$ cat src/rtl/dds_pkg.sv
// Shared constants for the DDS waveform generator: default widths,
// waveform mode encodings and FSM state encodings.
package dds_pkg;

  localparam int DDS_PHASE_W = 32;
  localparam int DDS_DATA_W  = 14;

  localparam logic [1:0] WAVE_SAW = 2'd0;
  localparam logic [1:0] WAVE_TRI = 2'd1;
  localparam logic [1:0] WAVE_SQR = 2'd2;

  localparam logic [1:0] ST_IDLE = 2'd0;
  localparam logic [1:0] ST_RUN  = 2'd1;
  localparam logic [1:0] ST_DONE = 2'd2;

endpackage

$ cat src/rtl/dds_wave_map.sv
// Registered phase-to-sample mapper (pipeline stage 2): saw, triangle or
// square forward sample plus its complement, one cycle of latency.
module dds_wave_map import dds_pkg::*; #(
  parameter int PHASE_W = DDS_PHASE_W,
  parameter int DATA_W  = DDS_DATA_W
) (
  input  logic               clk,
  input  logic               rst,
  input  logic               in_vld,
  input  logic [PHASE_W-1:0] in_phase,
  input  logic [1:0]         in_mode,
  output logic [DATA_W-1:0]  fwd,
  output logic [DATA_W-1:0]  bwd,
  output logic               vld
);

  logic [DATA_W-1:0] fwd_d, fwd_q, bwd_d, bwd_q, saw_val, tri_val;
  logic              vld_d, vld_q;

  always_comb begin
    saw_val = in_phase[PHASE_W-1 -: DATA_W];
    tri_val = in_phase[PHASE_W-1] ? ~in_phase[PHASE_W-2 -: DATA_W]
                                  :  in_phase[PHASE_W-2 -: DATA_W];
    fwd_d   = fwd_q;
    bwd_d   = bwd_q;
    vld_d   = in_vld;
    if (in_vld) begin
      case (in_mode)
        WAVE_SAW: fwd_d = saw_val;
        WAVE_TRI: fwd_d = tri_val;
        WAVE_SQR: fwd_d = in_phase[PHASE_W-1] ? '1 : '0;
        default:  fwd_d = saw_val;  // reserved encoding behaves as saw
      endcase
      bwd_d = ~fwd_d;
    end
  end

  // bwd is its own flop so that both outputs read 0 out of reset
  always_ff @(posedge clk or negedge rst) begin
    if (!rst) begin
      fwd_q <= '0;
      bwd_q <= '0;
      vld_q <= 1'b0;
    end else begin
      fwd_q <= fwd_d;
      bwd_q <= bwd_d;
      vld_q <= vld_d;
    end
  end

  assign fwd = fwd_q;
  assign bwd = bwd_q;
  assign vld = vld_q;

endmodule

$ cat src/rtl/dds_wave_gen.sv
// Phase-accumulator DDS: burst/continuous sequencing FSM, sample-rate
// divider, period counter and a 2-stage phase -> sample pipeline.
//
// state   | meaning
// ST_IDLE | accumulator held at 0, waiting for a rising edge of reg_wave_en
// ST_RUN  | accumulating phase and issuing a sample on every divider tick
// ST_DONE | burst finished, wave_done high for this single cycle
module dds_wave_gen import dds_pkg::*; #(
  parameter int PHASE_W = DDS_PHASE_W,
  parameter int DATA_W  = DDS_DATA_W,
  parameter int DIV_W   = 16,
  parameter int CNT_W   = 16
) (
  input  logic               clk,
  input  logic               rst,
  input  logic               reg_wave_en,
  input  logic [PHASE_W-1:0] reg_freq_word,
  input  logic [PHASE_W-1:0] reg_phase_offset,
  input  logic [DIV_W-1:0]   reg_sample_div,
  input  logic [CNT_W-1:0]   reg_period_num,
  input  logic [1:0]         reg_wave_mode,
  output logic [DATA_W-1:0]  da_forward_data_out,
  output logic [DATA_W-1:0]  da_backward_data_out,
  output logic               da_data_out_vld,
  output logic               wave_busy,
  output logic               wave_done
);

  logic [1:0]         state_d, state_q, mode_d, mode_q;
  logic               en_q, start, tick, s1_vld_d, s1_vld_q;
  logic [PHASE_W-1:0] freq_d, freq_q, off_d, off_q, acc_d, acc_q;
  logic [PHASE_W-1:0] s1_phase_d, s1_phase_q;
  logic [PHASE_W:0]   acc_sum;
  logic [DIV_W-1:0]   div_l_d, div_l_q, div_cnt_d, div_cnt_q;
  logic [CNT_W-1:0]   per_l_d, per_l_q, per_cnt_d, per_cnt_q, per_inc;

  always_comb begin
    state_d    = state_q;
    mode_d     = mode_q;
    freq_d     = freq_q;
    off_d      = off_q;
    div_l_d    = div_l_q;
    per_l_d    = per_l_q;
    acc_d      = acc_q;
    div_cnt_d  = div_cnt_q;
    per_cnt_d  = per_cnt_q;
    s1_vld_d   = 1'b0;
    s1_phase_d = s1_phase_q;
    start      = reg_wave_en & ~en_q;
    tick       = (state_q == ST_RUN) && (div_cnt_q == div_l_q);
    acc_sum    = {1'b0, acc_q} + {1'b0, freq_q};
    per_inc    = per_cnt_q + CNT_W'(acc_sum[PHASE_W]);
    case (state_q)
      ST_IDLE: begin
        acc_d = '0;
        if (start) begin
          freq_d    = reg_freq_word;
          off_d     = reg_phase_offset;
          div_l_d   = reg_sample_div;
          per_l_d   = reg_period_num;
          mode_d    = reg_wave_mode;
          div_cnt_d = '0;
          per_cnt_d = '0;
          state_d   = ST_RUN;
        end
      end
      ST_RUN: begin
        div_cnt_d = tick ? '0 : div_cnt_q + DIV_W'(1);
        if (tick) begin
          s1_vld_d   = 1'b1;
          s1_phase_d = acc_q + off_q;
          acc_d      = acc_sum[PHASE_W-1:0];
          per_cnt_d  = per_inc;
        end
        // the final wrap takes priority over an abort in the same cycle
        if (tick && acc_sum[PHASE_W] && (per_l_q != '0) && (per_inc == per_l_q))
          state_d = ST_DONE;
        else if (!reg_wave_en)
          state_d = ST_IDLE;
      end
      ST_DONE: state_d = ST_IDLE;
      default: state_d = ST_IDLE;
    endcase
  end

  // en_q resets high so a level already high across reset is not a start
  always_ff @(posedge clk or negedge rst) begin
    if (!rst) begin
      state_q    <= ST_IDLE;
      en_q       <= 1'b1;
      mode_q     <= WAVE_SAW;
      freq_q     <= '0;
      off_q      <= '0;
      div_l_q    <= '0;
      per_l_q    <= '0;
      acc_q      <= '0;
      div_cnt_q  <= '0;
      per_cnt_q  <= '0;
      s1_vld_q   <= 1'b0;
      s1_phase_q <= '0;
    end else begin
      state_q    <= state_d;
      en_q       <= reg_wave_en;
      mode_q     <= mode_d;
      freq_q     <= freq_d;
      off_q      <= off_d;
      div_l_q    <= div_l_d;
      per_l_q    <= per_l_d;
      acc_q      <= acc_d;
      div_cnt_q  <= div_cnt_d;
      per_cnt_q  <= per_cnt_d;
      s1_vld_q   <= s1_vld_d;
      s1_phase_q <= s1_phase_d;
    end
  end

  dds_wave_map #(.PHASE_W(PHASE_W), .DATA_W(DATA_W)) u_map (
    .clk      (clk),
    .rst      (rst),
    .in_vld   (s1_vld_q),
    .in_phase (s1_phase_q),
    .in_mode  (mode_q),
    .fwd      (da_forward_data_out),
    .bwd      (da_backward_data_out),
    .vld      (da_data_out_vld)
  );

  assign wave_busy = (state_q == ST_RUN) | s1_vld_q | da_data_out_vld;
  assign wave_done = (state_q == ST_DONE);

endmodule

$ cat config.mk
export PLATFORM = sky130hd
export DESIGN_NAME = dds_wave_gen
export DESIGN_NICKNAME = d
export VERILOG_FILES = /design/src/rtl/dds_pkg.sv /design/src/rtl/dds_wave_map.sv /design/src/rtl/dds_wave_gen.sv
export SDC_FILE = /design/constraint.sdc
export NUM_CORES = 1
export LEC_CHECK = 0
export ABC_AREA = 1
export CORE_ASPECT_RATIO = 1.25
export CORE_MARGIN = 2
export CORE_UTILIZATION = 45
export CTS_CLUSTER_DIAMETER = 30
export CTS_CLUSTER_SIZE = 25
export DETAILED_ROUTE_END_ITERATION = 10
export GPL_TIMING_DRIVEN = 0
export MAX_ROUTING_LAYER = met4
export SYNTH_ARGS = -nofsm -noshare
export SYNTH_HDL_FRONTEND = slang
export SYNTH_HIERARCHICAL = 1
export SYNTH_SLANG_ARGS = --single-unit
export TNS_END_PERCENT = 100
$ cat constraint.sdc
create_clock -name clk -period 5.5 [get_ports clk]
set_clock_uncertainty 0.1 [all_clocks]
set_input_delay 0.55 -clock clk [delete_from_list [all_inputs] [get_ports clk]]
set_output_delay 0.55 -clock clk [all_outputs]
set_load 0.02 [all_outputs]
# [Yosys cells after proc, flatten, opt, wreduce, memory -nomap -nowiden]
# Cells that the tools add are included.
[op_classes] n_mux=17 reduce_logical=13 n_addsub=4 bitwise_logic=6 n_eq_ne=9
[ops] cell="$pmux 16 s2" n=2
[ops] cell="$pmux 32 s2" n=1
[ops] cell="$mux 16" n=3
[ops] cell="$mux 14" n=3
[ops] cell="$add 32x32->33" n=1
[ops] cell="$add 32x32->32" n=1
[ops] cell="$eq 16x16->1" n=2
[ops] cell="$mux 32" n=1
[ops] cell="$not 14->14" n=2
[ops] cell="$pmux 14 s2" n=1
[ops] cell="$add 16x1->16" n=1
[ops] cell="$add 16x1->16 const B" n=1
[ops] cell="$reduce_bool 16->1" n=1
[ops] cell="$reduce_and 2->1" n=5
[ops] cell="$mux 2" n=3
[ops] cell="$eq 2x1->1 const B" n=2
[ops] cell="$eq 2x2->1 const B" n=2
[ops] cell="$logic_and 1x1->1" n=4
[ops] cell="$ne 2x2->1 const B" n=2
[ops] cell="$pmux 2 s2" n=1
[ops] cell="$ne 3x2->1 const B" n=1
[ops] cell="$reduce_and 3->1" n=1
[ops] cell="$logic_not 2->1" n=1
[ops] cell="$mux 1" n=2
[ops] cell="other kinds (4)" n=5
[word_totals] inputBits=101 regBits=227 out_inout_bits=31

# [Longest topological paths before layout]
[logic_depth] word_depth=7 mapped_depth=27 mapped_depth_nobuf=27

# [Cells and area by module]
# The synthesis kept the hierarchy.
[modules_own_cells] mod="dds_wave_gen" area_per_inst_um2=12771.0 n_inst=1 cells_each=1663 seq_area_each_um2=4956.0
[modules_own_cells] mod="dds_wave_map" area_per_inst_um2=1562.7 n_inst=1 cells_each=216 seq_area_each_um2=725.7

# [Least setup slack after synthesis]
# OpenSTA, ideal clock, no wires.
[synth_path] kind="register to register" startpoint="reg acc_q[0]" endpoint="reg state_q[0]" period_less_slack_ps=3107 n_path_buf=0 setup_slack_ps=2393 t_arrival_ps=2877 stages_incl_launch_ff=27 setup_time_ps=130 cell_sequence="dfrtp_1 -> ha_1 -> inv_1 -> fa_1 -> inv_1 -> nand2_1 -> o21ai_1 -> nand2_1 -> nand2_1 -> nand2_1 -> nand2_1 -> a21oi_1 -> inv_1 -> ha_1 -> nand2_2 -> nor2_2 -> nand2_2 -> o21ai_2 -> nand2_1 -> nand2_1 -> nand2_1 -> nor2_1 -> nand2_1 -> nor2_1 -> nand2_1 -> nand2_1 -> nand2_1"
[synth_between] elab_chain_cells=6
[synth_rtl] element="from (decl)" line_no="dds_wave_gen.sv:31" source="logic [PHASE_W-1:0] freq_d, freq_q, off_d, off_q, acc_d, acc_q;"
[synth_rtl] element="from (signal assigned)" line_no="dds_wave_gen.sv:96" source="acc_q <= '0;"
[synth_rtl] element="from (signal assigned)" line_no="dds_wave_gen.sv:109" source="acc_q <= acc_d;"
[synth_rtl] element="$add 32x32->33 (*)" line_no="dds_wave_gen.sv:51" source="acc_sum = {1'b0, acc_q} + {1'b0, freq_q};"
[synth_rtl] element="$add 16x1->16 / $logic_and 1x1->1 (equally long branches)" line_no="dds_wave_gen.sv:52, dds_wave_gen.sv:76"
[synth_rtl] element="$eq 16x16->1 / $logic_and 1x1->1 (equally long branches)" line_no="dds_wave_gen.sv:76" source="if (tick && acc_sum[PHASE_W] && (per_l_q != '0) && (per_inc == per_l_q))"
[synth_rtl] element="$logic_and 1x1->1 (*)" line_no="dds_wave_gen.sv:76"
[synth_rtl] element="$mux 2 / $ne 3x2->1 (equally long branches)"
[synth_rtl] element="$pmux 2 s2 / $reduce_and 2->1 (equally long branches)"
[synth_rtl] element="to (signal assigned)" line_no="dds_wave_gen.sv:102" source="state_q <= state_d;"
[synth_rtl] element="to (decl)" line_no="dds_wave_gen.sv:29" source="logic [1:0] state_d, state_q, mode_d, mode_q;"
# Every way passes the cells marked *; elsewhere a longest branch is shown, timed or not.
# A chain may end at the register's enable or synchronous reset.

# [Final worst setup path]
# Same ends and word-level chain as after synthesis.

==> impl_metrics.csv <==
group,metric,value,unit
power,fin_total_pwr,6080,uW
setup_path,crit_path_top_delay_cell,"dfrtp_1",
setup_path,crit_path_frequent_cell,"nand2_1",
clock_tree,ctsHtreeMaxLevel,2,
detailed_routing,vias,12689,
setup_path,worstSetupPathType,"reg -> reg",
clock_tree,clock_path_buffers,3,
detailed_routing,drt-initial-drc-count,717,
layout,diodes,0,
layout,post-route-util,0.576,
floorplanning,core,0.0299,mm^2
floorplanning,die_w,159,um
floorplanning,row_count,71,
power,p_leak,0.00843,uW
min_path,min_path_cells,1,
logic_synthesis,synth.avg_cell_area,7.51,um^2
global_route,grt_start_max_net_pins,94,
sta,fmax,248,MHz
detailed_routing,drt-total-wl,40800,um
placement,post_dp_cell_area,0.0155,mm^2
layout,syn2layout_area_growth,27.0,%
status,outcome,"finished, final reports clean",
placement,portBuffers,131,
setup_path,cp-startpoint,"acc_q[0]",
setup_path,path_cells,"ha_1 > inv_1 > fa_1 > inv_1 > nand2_1 > o21ai_1 > nand2_1 > nand2_1 > nand2_1 > nand2_1 > a21oi_1 > inv_1 > ha_1 > nand3_1 > nor2_1 > nand4_1 > nand3b_1 > nand2_1 > nor2_1 > nand2_1 > nor2_1 > nand2_1 > nand2_1 > nand2_1",
layout,finalNetCount,2164,
run,maxCapViolCount,0,
clock_tree,cts_root_buf,"clkbuf_16",
floorplanning,start_util,0.454,
clock_tree,postCtsResizedCells,0,
detailed_routing,first_pass_iters,5,
sta,fin_crit_sh,0.733,
placement,gp_congestion,0.935,
sta,hold_viol,0,
detailed_routing,route.antenna.remaining_nets,0,
sta,rsz0062_at_grt,"no",
layout,final_area,0.0172,mm^2
global_route,antenna_found_initial,0,
sta,worst_pin_slew,953,ps
setup_path,cp-end-kind,"flop",
clock_tree,clk_latency,550,ps
clock_tree,cts-hold-fix-buffers,1,
setup_path,cp_max_fo,4,
power,peakVddDrop,0.000273,V
floorplanning,io_pins,132,
logic_synthesis,netlist_area,0.0136,mm^2
sta,slew_headroom,0.365,
setup_path,crit_arrival,4330,ps
logic_synthesis,synth_warnings,6,
sta,drv_slew,0,
power,power_density,353,mW/mm^2
logic_synthesis,synth_nets,1980,
clock_tree,cts_setup_buffers,0,
placement,dp_hpwl,32000,um
logic_synthesis,postSynthCellCount,1809,
layout,layout-drive-gt1-share,0.114,
sta,timing.setup.tns,0,ps
clock_tree,cts_tree,"yes",
layout,nFillCells,2867,
floorplanning,die_h,198,um
clock_tree,cts_made_buffers,48,
setup_path,cp-start-kind,"flop",
setup_path,critPathRequiredTime,5800,ps
sta,report.final.setup_viol,0,
clock_tree,clk_transition_reported_paths,40,ps
clock_tree,cts_sinks,210,
setup_path,slowest_delay,360,ps
detailed_routing,routed_via_density,5.21,
sta,fin_crit,4030,ps
global_route,grt_pass1_wl,66100,um
min_path,hold_class,"in -> reg",
detailed_routing,drc,0,
global_route,gr-total-overflow,0,
setup_path,r2r_cells,24,
floorplanning,die_area,0.0316,mm^2
global_route,grt_pass1_vias,12735,
detailed_routing,wl_per_cell,16.8,um
global_route,grtUsageTotal,0.270,
setup_path,r2r_start,"acc_q[0]",
min_path,hp-start,"reg_wave_en",
==> flip-flops by register name (all words and copies together), names as in the netlist <==
signal	flops
div_l_q	16
per_l_q	16
acc_q	32
s1_phase_q	15
freq_q	32
per_cnt_q	16
state_q	2
u_map/vld	1
mode_q	2
u_map/bwd	14
off_q	32
u_map/fwd	14
en_q	1
s1_vld_q	1
div_cnt_q	16
==> placed cells by master (no fill, tap or decap), drive strengths merged, types with 68 or more instances in the layout <==
cell type      instances
nand2                541
dfrtp                209
nor2                 195
inv                  183
nand3                135
clkdlybuf4s50        130
a21oi                125
o21ai                 91
mux2                  73
ha                    68
==> power breakdown <==
part	switching, uW	total (uW)	internal, uW
clock network	950	3100	2150
logic	668	1110	445
registers	145	1870	1720
total	1760	6080	4320
==> stage by stage <==
stage          setup WS [ps]  std cells  hold slack [ps]
4_1_cts                 1460       2434              332
3_3_place_gp           -5270       2341              362
6_report                1470       2434              360
3_5_place_dp            1500       2343              353
2_1_floorplan           2390       1809              154
5_1_grt                 1100       2434              352
==> routing by layer <==
metal	GRT usage	part of all wire	vias to the layer above
met5	-	0	-
met4	0.0916	0.032	0
met3	0.0323	0.038	77
met2	0.462	0.49	309
met1	0.334	0.44	5938
li1	-	-	6365
==> layout make-up <==
class                   instances  area (um^2)  area share
multi-input cells            1377         7390       0.428
flip-flops and latches        210         5260       0.305
repair buffers                134         1380      0.0801
clock buffers                  59         1340      0.0774
inverters                     183          691      0.0400
well taps                     401          502      0.0291
clock inverters                31          444      0.0258
plain buffers                  39          253      0.0147
==> worst max-delay path, delay by kind of cell, from the launching register on <==
kind                       cells  cell delay [ps]
adders and majority gates      3              760
DFF                            1              360
AOI/OAI and AO/OA              2              490
and+or+nand+nor               16             1860
buffers and inverters          3              310
==> path summary, 6_finish.rpt <==
check                               endpoint  slack [ps]
worst max-delay path              state_q[0]        1470
max in group asynchronous       div_cnt_q[7]        3760
min in group asynchronous       u_map/fwd[4]         390
worst max register to register    state_q[0]        1470
worst min register to register  u_map/bwd[6]         370
worst min-delay path                    en_q         360
Note: power is estimated with default switching activity, not from simulation.
